--- src/rtl/lsu.sv ---
`default_nettype none
// lsu: handshaked load/store unit with byte-lane steering, load extension and access timeout.
// Rev 1.0
module lsu #(
   parameter int unsigned TIMEOUT_CYCLES = 255
) (
   input  logic        clk,
   input  logic        rst,
   input  logic        req_valid,
   input  logic        req_we,
   input  logic [2:0]  funct3,
   input  logic [31:0] addr,
   input  logic [31:0] wdata,
   output logic        busy,
   output logic        done,
   output logic        err,
   output logic [1:0]  err_cause,
   output logic [31:0] rdata,
   output logic        mem_req,
   output logic        mem_we,
   output logic [31:0] mem_addr,
   output logic [3:0]  mem_be,
   output logic [31:0] mem_wdata,
   input  logic        mem_gnt,
   input  logic        mem_rvalid,
   input  logic [31:0] mem_rdata
);

   typedef enum logic [1:0] {
      S_IDLE = 2'd0,
      S_REQ  = 2'd1,
      S_WAIT = 2'd2,
      S_DONE = 2'd3
   } state_t;

   localparam logic [15:0] TO_LAST = 16'(TIMEOUT_CYCLES - 1);

   state_t      state_q;
   logic        we_q;
   logic [2:0]  f3_q;
   logic [1:0]  off_q;
   logic [15:0] cnt_q;
   logic        busy_q;
   logic        done_q;
   logic        err_q;
   logic [1:0]  cause_q;
   logic [31:0] rdata_q;
   logic        mem_req_q;
   logic        mem_we_q;
   logic [31:0] mem_addr_q;
   logic [3:0]  mem_be_q;
   logic [31:0] mem_wdata_q;

   logic        illegal_d;
   logic        misal_d;
   logic [3:0]  be_d;
   logic [31:0] wdata_d;
   logic [7:0]  byte_sel;
   logic [15:0] half_sel;
   logic [31:0] ext_d;

   // Request decode uses the live inputs; it is only consumed in IDLE.
   always_comb begin
      illegal_d = req_we ? (funct3 > 3'd2) : (funct3 == 3'd3 || funct3[2:1] == 2'b11);
      misal_d   = (funct3[1:0] == 2'd1 && addr[0]) ||
                  (funct3[1:0] == 2'd2 && addr[1:0] != 2'd0);
      be_d      = 4'b1111;
      wdata_d   = wdata;
      case (funct3[1:0])
         2'd0: begin
            be_d    = 4'b0001 << addr[1:0];
            wdata_d = {4{wdata[7:0]}};
         end
         2'd1: begin
            be_d    = addr[1] ? 4'b1100 : 4'b0011;
            wdata_d = {2{wdata[15:0]}};
         end
         default: begin
            be_d    = 4'b1111;
            wdata_d = wdata;
         end
      endcase
   end

   always_comb begin
      case (off_q)
         2'd0:    byte_sel = mem_rdata[7:0];
         2'd1:    byte_sel = mem_rdata[15:8];
         2'd2:    byte_sel = mem_rdata[23:16];
         default: byte_sel = mem_rdata[31:24];
      endcase
      half_sel = off_q[1] ? mem_rdata[31:16] : mem_rdata[15:0];
      case (f3_q)
         3'd0:    ext_d = {{24{byte_sel[7]}}, byte_sel};
         3'd1:    ext_d = {{16{half_sel[15]}}, half_sel};
         3'd4:    ext_d = {24'd0, byte_sel};
         3'd5:    ext_d = {16'd0, half_sel};
         default: ext_d = mem_rdata;
      endcase
   end

   always_ff @(posedge clk or posedge rst) begin
      if (rst) begin
         state_q     <= S_IDLE;
         we_q        <= 1'b0;
         f3_q        <= 3'd0;
         off_q       <= 2'd0;
         cnt_q       <= 16'd0;
         busy_q      <= 1'b0;
         done_q      <= 1'b0;
         err_q       <= 1'b0;
         cause_q     <= 2'd0;
         rdata_q     <= 32'd0;
         mem_req_q   <= 1'b0;
         mem_we_q    <= 1'b0;
         mem_addr_q  <= 32'd0;
         mem_be_q    <= 4'd0;
         mem_wdata_q <= 32'd0;
      end else begin
         case (state_q)
            S_IDLE: begin
               if (req_valid) begin
                  we_q   <= req_we;
                  f3_q   <= funct3;
                  off_q  <= addr[1:0];
                  busy_q <= 1'b1;
                  if (illegal_d || misal_d) begin
                     state_q <= S_DONE;
                     done_q  <= 1'b1;
                     err_q   <= 1'b1;
                     cause_q <= illegal_d ? 2'd2 : 2'd1;
                  end else begin
                     state_q     <= S_REQ;
                     cnt_q       <= 16'd0;
                     mem_req_q   <= 1'b1;
                     mem_we_q    <= req_we;
                     mem_addr_q  <= {addr[31:2], 2'b00};
                     mem_be_q    <= be_d;
                     mem_wdata_q <= req_we ? wdata_d : 32'd0;
                  end
               end
            end
            S_REQ: begin
               if (mem_gnt || cnt_q >= TO_LAST) begin
                  mem_req_q   <= 1'b0;
                  mem_we_q    <= 1'b0;
                  mem_addr_q  <= 32'd0;
                  mem_be_q    <= 4'd0;
                  mem_wdata_q <= 32'd0;
               end
               if (mem_gnt) begin
                  if (we_q) begin
                     state_q <= S_DONE;
                     done_q  <= 1'b1;
                  end else if (mem_rvalid) begin
                     rdata_q <= ext_d;
                     state_q <= S_DONE;
                     done_q  <= 1'b1;
                  end else begin
                     state_q <= S_WAIT;
                     cnt_q   <= cnt_q + 16'd1;
                  end
               end else if (cnt_q >= TO_LAST) begin
                  state_q <= S_DONE;
                  done_q  <= 1'b1;
                  err_q   <= 1'b1;
                  cause_q <= 2'd3;
               end else begin
                  cnt_q <= cnt_q + 16'd1;
               end
            end
            S_WAIT: begin
               // Data arriving on the last allowed cycle still counts as progress.
               if (mem_rvalid) begin
                  rdata_q <= ext_d;
                  state_q <= S_DONE;
                  done_q  <= 1'b1;
               end else if (cnt_q >= TO_LAST) begin
                  state_q <= S_DONE;
                  done_q  <= 1'b1;
                  err_q   <= 1'b1;
                  cause_q <= 2'd3;
               end else begin
                  cnt_q <= cnt_q + 16'd1;
               end
            end
            S_DONE: begin
               state_q <= S_IDLE;
               done_q  <= 1'b0;
               err_q   <= 1'b0;
               cause_q <= 2'd0;
               busy_q  <= 1'b0;
            end
            default: state_q <= S_IDLE;
         endcase
      end
   end

   assign busy      = busy_q;
   assign done      = done_q;
   assign err       = err_q;
   assign err_cause = cause_q;
   assign rdata     = rdata_q;
   assign mem_req   = mem_req_q;
   assign mem_we    = mem_we_q;
   assign mem_addr  = mem_addr_q;
   assign mem_be    = mem_be_q;
   assign mem_wdata = mem_wdata_q;

endmodule
`default_nettype wire

--- config.mk ---
export PLATFORM = sky130hd
export DESIGN_NAME = lsu
export DESIGN_NICKNAME = d
export VERILOG_FILES = /design/src/rtl/lsu.sv
export SDC_FILE = /design/constraint.sdc
export NUM_CORES = 1
export LEC_CHECK = 0
export ABC_AREA = 0
export CORE_MARGIN = 10
export CORE_UTILIZATION = 40
export DETAILED_ROUTE_END_ITERATION = 8
export PLACE_DENSITY = 0.7
export SLEW_MARGIN = 20
export SYNTH_ARGS = -nofsm -noshare
export SYNTH_HDL_FRONTEND = slang
export SYNTH_SLANG_ARGS = --single-unit
--- constraint.sdc ---
create_clock -name clk -period 5.5 [get_ports clk]
set_input_delay 0.55 -clock clk [delete_from_list [all_inputs] [get_ports clk]]
set_output_delay 0.55 -clock clk [all_outputs]
set_load 0.1 [all_outputs]
==> results of run 1 <==
worst paths after layout:
path / endpoint / slack [ns]
worst min register to register: mem_wdata[26]$_DFFE_PP0P_ / 0.48
worst max register to register: cnt_q[9]$_DFFE_PP0P_ / 2.74
min in group asynchronous: rdata[7]$_DFFE_PP0P_ / 0.67
worst min-delay path: mem_wdata[26]$_DFFE_PP0P_ / 0.48
max in group asynchronous: mem_wdata[29]$_DFFE_PP0P_ / 3.81
worst max-delay path: cnt_q[13]$_DFFE_PP0P_ / 2.51
cells in the final DEF (no fill, tap or decap), drive strengths merged, types with 18 or more instances in the layout:
master and instances:
a22o 38, mux2i 24, dfrtp 129, clkdlybuf4s50 209
mux2 22, nor2 47, o21ai 45, clkbuf 18
inv 18, nand2 81, a21oi 51, o31ai 30
flip-flops by register name, summed over array words and instances (netlist names):
name / cells
err_cause: 2
busy: 1
f3_q: 3
mem_we: 1
mem_req: 1
cnt_q: 16
mem_addr: 30
we_q: 1
off_q: 2
mem_wdata: 32
mem_be: 4
done: 1
err: 1
rdata: 32
state_q: 2
routing by layer:
| layer | track usage [%] | vias up | wire (um) |
|---|---|---|---|
| met2 | 30.28 | 226 | 9963 |
| met3 | 4.515 | 49 | 1251 |
| met5 | 0 | - | 0 |
| met4 | 9.267 | 0 | 781 |
| met1 | 23.40 | 2815 | 8489 |
| li1 | - | 2698 | - |
stage by stage:
stage / area [sq um] / setup WS (ns) / instances
floorplan: 6454 / 1.509 / 636
global placement: 8655 / 1.890 / 1023
detailed placement: 8657 / 1.778 / 1023
CTS: 9255 / 2.216 / 1053
global route: 9293 / 2.340 / 1055
finish: 9293 / 2.513 / 1055
tightest hold or removal path, stage by stage (launching register included):
cell	delay, ns
dfrtp_1	0.34
nand2_1	0.05
o31ai_1	0.05
kinds of logic after synthesis:
family	after synthesis	synth area share, %
buf+inv	59	4.403
flops	129	50.05
fa+ha+maj	8	1.552
simple gates	183	13.70
mux	47	7.915
other cells	1	0.05814
compound gates	208	22.33
layout make-up:
| cell class | instances | area (sq um) | share of cell area (%) |
|---|---|---|---|
| inverters | 16 | 65.06 | 0.7001 |
| flip-flops and latches | 129 | 3228 | 34.74 |
| clock inverters | 12 | 158.9 | 1.710 |
| clock buffers | 18 | 439.2 | 4.726 |
| multi-input cells | 448 | 2967 | 31.92 |
| repair buffers | 216 | 2165 | 23.29 |
| well taps | 216 | 270.3 | 2.908 |
==> metrics.md, run 1 <==
| Metric | Value |
|---|---|
| Max Cap Violations | 0 |
| Largest net degree at the start of global routing | between 90 and 100 |
| CP Launch Type | input port |
| # hold bufs at CTS | 0 |
| Initial Utilization | between 40% and 50% |
| Cells on worst reg2reg path | 7 |
| Top_reg_cell synth | dfrtp_1 |
| FF+latch count, synth | around 130 |
| Pins Over Slew Limit | 0 |
| Die H | 147.0 um |
| Critical Path RT | 5.81 ns |
| DRT iter0 DRCs | between 400 and 500 |
| CP max-delay cell | clkdlybuf4s50_1 |
| EDFF count, synth | 0 |
| Crit-path cells | clkdlybuf4s50_1 > nor4_2 > o21ai_1 > a211o_1 > nand2b_4 > o41ai_1 |
| Overflow left after global routing | 0 |
| CP max FO | 21 |
| Share of the synthesized area in the top cell type | about half |
| CP Class | input port to flop |
| Outcome | complete, no violations |
| PostCTS Resize Cnt | 0 |
| Worst r2r src | state_q[1]$_DFFE_PP0N_ |
| Clock Latency Late Sink | between 0.4 and 0.5 ns |
| Layout area overhead | 44.07% |
| Most common cell in the netlist | dfrtp_1 |
| RSZ-0062 raised after global routing | false |
| Antenna diode count | 0 |
| Antenna violations before repair | 0 |
| Hold Worst Slack | 0.4752 ns |
| Maximum clock path buffer count | 2 |
| Hold Path Origin | mem_wdata[26]$_DFFE_PP0P_ |
| Final Wtd Congestion | between 0.8 and 0.9 |
| Synth cell types | 58 |
| Syn Inst Count | approximately 640 |
| Clock Pin Slew Worst Setup and Hold Paths | roughly 0.06 ns |
| # DRC | 0 |
| CTS tree | done |
| CP Depth | 6 |
| Routed Antenna Nets | 0 |
| Yosys warns | 0 |
| Post-layout min period | roughly 3 ns |
| Fraction of layout cells with a size suffix above 1 | roughly 9% |
| Input/output buffers | between 200 and 250 |
| Die width | around 150 um |
| Routed WL | slightly above 20 mm |
| Core Region | 0.01583 sq mm |
| Slew @ Worst Pin | 1.058 ns |
| Filler cell count | around 1300 |
| Final setup violation count | 0 |
| Vias in the first global route | 5897 |
| Worst Hold Class | flop to flop |
| Syn_area_per_cell | between 10 and 15 sq um |
| Synth area leaders | dfrtp_1 (50%), a22o_1 (5.2%), nand2_1 (4.7%) |
| DRT Pass-1 Iters | 5 |
| Num CTS Buffers | 17 |
| Leading area contributor after synthesis | dfrtp_1 |
| Core Util, Final | roughly three fifths |
| Post-CTS Setup Repair Bufs | 0 |
| Seq/Total Area, Yosys | between 50% and 60% |
| Critical Path AT | roughly 3.3 ns |
| CTS sink cnt | roughly 130 |
| Final net count | approximately 940 |
| Commonest cells in the netlist | dfrtp_1 (129), nand2_1 (81), a21oi_1 (50) |
| Final Hold Viols | 0 |
| Die ar. | ~0.022 sq mm |
| Io pins | 212 |
| CTS H-tree lvls | 4 |
| CP Buf/Inv Count | 1 |
| Site row count | 46 |
| Total track usage | a little under a fifth |
| CP peak stage delay | 0.87 ns |
| Crit share post-route | 54.30% |
| Setup TNS Final | 0 ns |
| Crit path launch | funct3[0] |
| Vias | slightly below 6000 |
| WL per Instance | 19.42 um |
| CP Capture Type | flop |
| Worst hold path cell count | 2 |
| Vias per cell | between 5 and 6 |
| CP delay by family, top | compound AO/OA/AOI/OAI gates |
| Global-route wire length before repair | ~33 mm |
| Detailed Place HPWL | between 15 and 20 mm |
| Max_slew headroom | approximately 29% |
| Fraction of registers with async set/reset | between 90% and 100% |
| Fmax | ~330 MHz |
| Worst clock skew | ~0.0088 ns |
| CTS root buffer | clkbuf_16 |
| Post-synthesis cell area | roughly 0.0064 sq mm |
Power of run 1 is not shown: default switching activity piles up to over one toggle a cycle in this logic, so the estimate is an artifact.
==> run 2: changes to the inputs <==
==> constraint.sdc (replaced) <==
create_clock -name clk -period 3.1 [get_ports clk]
set_input_delay 0.31 -clock clk [delete_from_list [all_inputs] [get_ports clk]]
set_output_delay 0.31 -clock clk [all_outputs]
set_load 0.1 [all_outputs]
==> metrics.md, run 2 (synthesis results as in run 1) <==
| Metric | Value |
|---|---|
| # hold bufs at CTS | 0 |
| Setup TNS Final | 0 ns |
| Post-layout min period | around 2.5 ns |
| Worst Hold Class | input port to asynchronous set/reset pin |
| Pre-CTS setup slack | approximately 0.48 ns |
| Final Hold Viols | 0 |
| Routed Antenna Nets | 0 |
| Final setup violation count | 0 |
| CP Class | flop to flop |
| Inst Count DP | about 1000 |
| Crit-path cells | inv_1 > ha_1 > o21ai_1 > a21oi_2 > nand2b_4 > o41ai_1 |
| Overflow left after global routing | 0 |
| Io pins | between 200 and 250 |
| CTS tree | done |
| Global-route wire length before repair | around 35 mm |
| CP Buf/Inv Count | 1 |
| CP max-delay cell | ha_1 |
| Clock Pin Slew Worst Setup and Hold Paths | approximately 0.060 ns |
| Num CTS Buffers | 17 |
| Vias | a little under 6000 |
| Die width | 147.0 um |
| R2r setup slk | 0.55 ns |
| CTS H-tree lvls | 4 |
| CP max FO | 14 |
| DRT iter0 DRCs | 543 |
| Final net count | 947 |
| Crit share post-route | slightly above 80% |
| Critical Path RT | 3.40 ns |
| Clock Latency Late Sink | between 0.4 and 0.5 ns |
| Antenna diode count | 0 |
| Post-CTS Setup Repair Bufs | 0 |
| Maximum clock path buffer count | 2 |
| Non-filler instance count after layout | around 1100 |
| WL per Instance | between 20 and 25 um |
| Routed WL | between 20 and 25 mm |
| Detailed Place HPWL | between 15 and 20 mm |
| Initial Utilization | 40.75% |
| Slew @ Worst Pin | roughly 1.0 ns |
| CTS sink cnt | about 130 |
| Filler cell count | roughly 1400 |
| Core Region | around 0.016 sq mm |
| Site row count | between 40 and 50 |
| Vias per cell | between 5 and 6 |
| CP delay by family, top | compound AO/OA/AOI/OAI gates |
| Commonest non-fill, non-tap cells in the layout | clkdlybuf4s50_1 (175), dfrtp_1 (128), nand2_1 (81), a21oi_1 (50), nor2_1 (47) |
| Outcome | complete, no violations |
| CP Launch Type | flop |
| Pins Over Slew Limit | 0 |
| Vias in the first global route | approximately 6000 |
| Largest net degree at the start of global routing | 130 |
| Layout area overhead | 43.74% |
| Antenna violations before repair | 0 |
| Reg2reg end | cnt_q[13]$_DFFE_PP0P_ |
| Most common cell after layout, fill and taps aside | clkdlybuf4s50_1 |
| Cells on worst reg2reg path | 6 |
| Die ar. | 0.02160 sq mm |
| Fraction of layout cells with a size suffix above 1 | 13.70% |
| DRT Pass-1 Iters | 6 |
| Worst r2r src | state_q[1]$_DFFE_PP0N_ |
| Input/output buffers | between 200 and 250 |
| Final setup margin | ~0.55 ns |
| Final Wtd Congestion | between 0.8 and 0.9 |
| Total track usage | 19.76% |
| Fmax | roughly 390 MHz |
| CP Capture Type | flop |
| Max_slew headroom | between 30% and 40% |
| RSZ-0062 raised after global routing | false |
| # DRC | 0 |
| PostCTS Resize Cnt | 0 |
| CP peak stage delay | between 0.5 and 0.6 ns |
| Worst clock skew | approximately 0.016 ns |
| CTS root buffer | clkbuf_16 |
| Critical Path AT | between 2 and 3 ns |
| Die H | between 100 and 150 um |
| Max Cap Violations | 0 |
[run 2: worst max-delay path by stage]
| stage | slack, ns | end | cells past startpoint | start |
|---|---|---|---|---|
| finish | 0.55 | cnt_q[13]$_DFFE_PP0P_ | 6 | state_q[1]$_DFFE_PP0N_ |
| global route | 0.28 | rdata[21]$_DFFE_PP0P_ | 7 | state_q[1]$_DFFE_PP0N_ |
| CTS | 0.53 | rdata[21]$_DFFE_PP0P_ | 7 | state_q[1]$_DFFE_PP0N_ |
| detailed placement | 0.48 | cnt_q[8]$_DFFE_PP0P_ | 6 | addr[0] |
| global placement | 0.50 | cnt_q[14]$_DFFE_PP0P_ | 7 | addr[0] |
| floorplan | 1.08 | rdata[15]$_DFFE_PP0P_ | 7 | state_q[1]$_DFFE_PP0N_ |
[run 2: worst reg2reg max path, stage by stage, from the launching register on]
cell,delay (ns)
dfrtp_1,0.44
inv_1,0.15
ha_1,0.53
o21ai_1,0.39
a21oi_2,0.39
nand2b_4,0.18
o41ai_1,0.36
[run 2: layer usage]
metal	GRT usage, %	part of all wire (%)	vias up
met3	5.037	6.3	15
met4	5.203	1.5	0
met2	31.73	49	195
met1	25.97	43	2880
li1	-	-	2717
met5	0	0	-
[run 2: cell type report]
type                       count  area, sq um  area share (%)
tap                          216        270.3           2.915
inverter                      16        63.81          0.6883
sequential                   129         3229           34.83
clock buffer                  19        452.9           4.885
multi-input combinational    448         2964           31.97
timing repair buffer         222         2130           22.97
clock inverter                13        161.4           1.741
[run 2: per-stage QoR]
stage                     utilization [%]  area, sq um  hold slack, ns
after detailed placement            54.69         8656          0.4675
after global placement              54.69         8656          0.4585
after CTS                           58.57         9270          0.4679
after global routing                58.58         9271          0.4893
after floorplan                         -         6457          0.4425
final                               58.58         9271          0.4150
Power of run 2 is left out for the same reason.
==> run 3: changes to the inputs <==
--- a/config.mk
+++ b/config.mk
@@ -9,7 +9,7 @@
 export CORE_MARGIN = 10
 export CORE_UTILIZATION = 40
 export DETAILED_ROUTE_END_ITERATION = 8
-export PLACE_DENSITY = 0.7
+export PLACE_DENSITY = 0.73
 export SLEW_MARGIN = 20
 export SYNTH_ARGS = -nofsm -noshare
 export SYNTH_HDL_FRONTEND = slang
==> constraint.sdc (replaced) <==
create_clock -name clk -period 2.2 [get_ports clk]
set_input_delay 0.22 -clock clk [delete_from_list [all_inputs] [get_ports clk]]
set_output_delay 0.22 -clock clk [all_outputs]
set_load 0.1 [all_outputs]
==> metrics.md, run 3 (synthesis results as in run 1) <==
| Metric | Value |
|---|---|
| Worst clock skew | between 0.008 and 0.009 ns |
| Detailed Place HPWL | 15.63 mm |
| Setup TNS Final | 0 ns |
| Critical Path RT | around 2.5 ns |
| Die width | between 100 and 150 um |
| Layout area overhead | 46.58% |
| Antenna violations before repair | 1 |
| Crit path launch | state_q[0]$_DFFE_PP0N_ |
| Final setup margin | just under 0.1 ns |
| Input/output buffers | approximately 210 |
| CP Capture Type | flop |
| Commonest non-fill, non-tap cells in the layout | buf_4 (142), dfrtp_1 (128), clkdlybuf4s50_1 (104), nand2_1 (81), a21oi_1 (50) |
| Global-route wire length before repair | about 33 mm |
| Routed WL | ~21 mm |
| Final Wtd Congestion | around 0.9 |
| DRT iter0 DRCs | approximately 320 |
| DRT Pass-1 Iters | 5 |
| Most common cell on crit path | o31ai_1 |
| Final setup violation count | 0 |
| Vias per cell | roughly 5.2 |
| Final Hold Viols | 0 |
| CP Launch Type | flop |
| WL per Instance | between 15 and 20 um |
| RSZ-0062 raised after global routing | false |
| Inst Count DP | ~1100 |
| CP Class | flop to flop |
| Slew @ Worst Pin | a little under 0.8 ns |
| Fraction of layout cells with a size suffix above 1 | ~25% |
| Filler cell count | between 1000 and 1500 |
| CP peak stage delay | around 0.44 ns |
| CP max-delay cell | dfrtp_1 |
| Clock Pin Slew Worst Setup and Hold Paths | 0.06 ns |
| Worst r2r src | state_q[0]$_DFFE_PP0N_ |
| Pre-CTS setup slack | -0.1462 ns |
| CTS H-tree lvls | 4 |
| Most common cell after layout, fill and taps aside | buf_4 |
| Fmax | about 480 MHz |
| Die ar. | about 0.022 sq mm |
| Io pins | 212 |
| # hold bufs at CTS | 0 |
| Largest net degree at the start of global routing | 43 |
| CTS root buffer | clkbuf_16 |
| Initial Utilization | a little over 40% |
| Overflow left after global routing | 0 |
| Die H | about 150 um |
| Maximum clock path buffer count | 2 |
| Non-filler instance count after layout | between 1000 and 1500 |
| CP Buf/Inv Count | 2 |
| Crit share post-route | between 90 and 100% |
| Site row count | between 40 and 50 |
| Outcome | complete, no violations |
| Max Cap Violations | 0 |
| Final net count | 980 |
| Core Region | about 0.016 sq mm |
| Vias in the first global route | ~6000 |
| CTS tree | done |
| Vias | ~5700 |
| Critical Path AT | 2.38 ns |
| CP max FO | 12 |
| Hold Worst Slack | 0.2562 ns |
| Routed Antenna Nets | 0 |
| # DRC | 0 |
| Pins Over Slew Limit | 0 |
| Max_slew headroom | between 40% and 50% |
| Antenna diode count | 0 |
| CP delay by family, top | compound AO/OA/AOI/OAI gates |
| Worst Hold Class | input port to asynchronous set/reset pin |
| Clock Latency Late Sink | between 0.4 and 0.5 ns |
| Total track usage | roughly a fifth |
| Num CTS Buffers | 17 |
| CTS sink cnt | approximately 130 |
| Crit-path cells | inv_1 > ha_1 > nand2_1 > a21oi_1 > a211o_1 > buf_4 > o31ai_1 > o31ai_1 |
| Post-layout min period | about 2.1 ns |
## run 3: final timing paths
kind	to	slack (ns)	cells past startpoint
setup / recovery	cnt_q[15]$_DFFE_PP0P_	0.1	8
hold / removal	rdata[5]$_DFFE_PP0P_	0.26	2
setup reg to reg	cnt_q[15]$_DFFE_PP0P_	0.1	8
hold reg to reg	mem_wdata[9]$_DFFE_PP0P_	0.48	2
max in group asynchronous	state_q[1]$_DFFE_PP0N_	1.38	3
min in group clk	mem_addr[12]$_DFFE_PP0P_	0.40	2
## run 3: layout make-up
type	count	area, sq um	share of cell area [%]
clock buffers	17	425.4	4.500
clock inverters	14	206.4	2.184
inverters	16	63.81	0.6750
multi-input cells	448	2972	31.43
flip-flops and latches	129	3229	34.16
well taps	216	270.3	2.859
repair buffers	255	2287	24.19
## run 3: what timing repair did
item	4_1_cts	5_1_grt
resized for setup	0	2
endpoints found under the hold margin	0	0
setup buffers	0	1
endpoints found under the setup margin	0	3
## run 3: worst register-to-register path, cell delays in order (launching register included)
cell	delay (ns)
dfrtp_1	0.44
inv_1	0.11
ha_1	0.24
nand2_1	0.12
a21oi_1	0.11
a211o_1	0.35
buf_4	0.21
o31ai_1	0.29
o31ai_1	0.12
## run 3: routing by layer
| metal | track usage (%) | up-vias | part of all wire (%) |
|---|---|---|---|
| li1 | - | 2771 | - |
| met1 | 23.52 | 2784 | 44 |
| met2 | 31.93 | 159 | 50 |
| met3 | 5.221 | 16 | 5.6 |
| met4 | 3.964 | 2 | 0.99 |
| met5 | 0 | - | 0.058 |
## run 3: stage by stage
step	util, %	cell area, sq um
after global placement	55.64	8806
after floorplan	-	6457
after detailed placement	55.64	8806
after global routing	59.73	9454
after CTS	59.63	9438
final	59.73	9454
Power of run 3 is left out for the same reason.
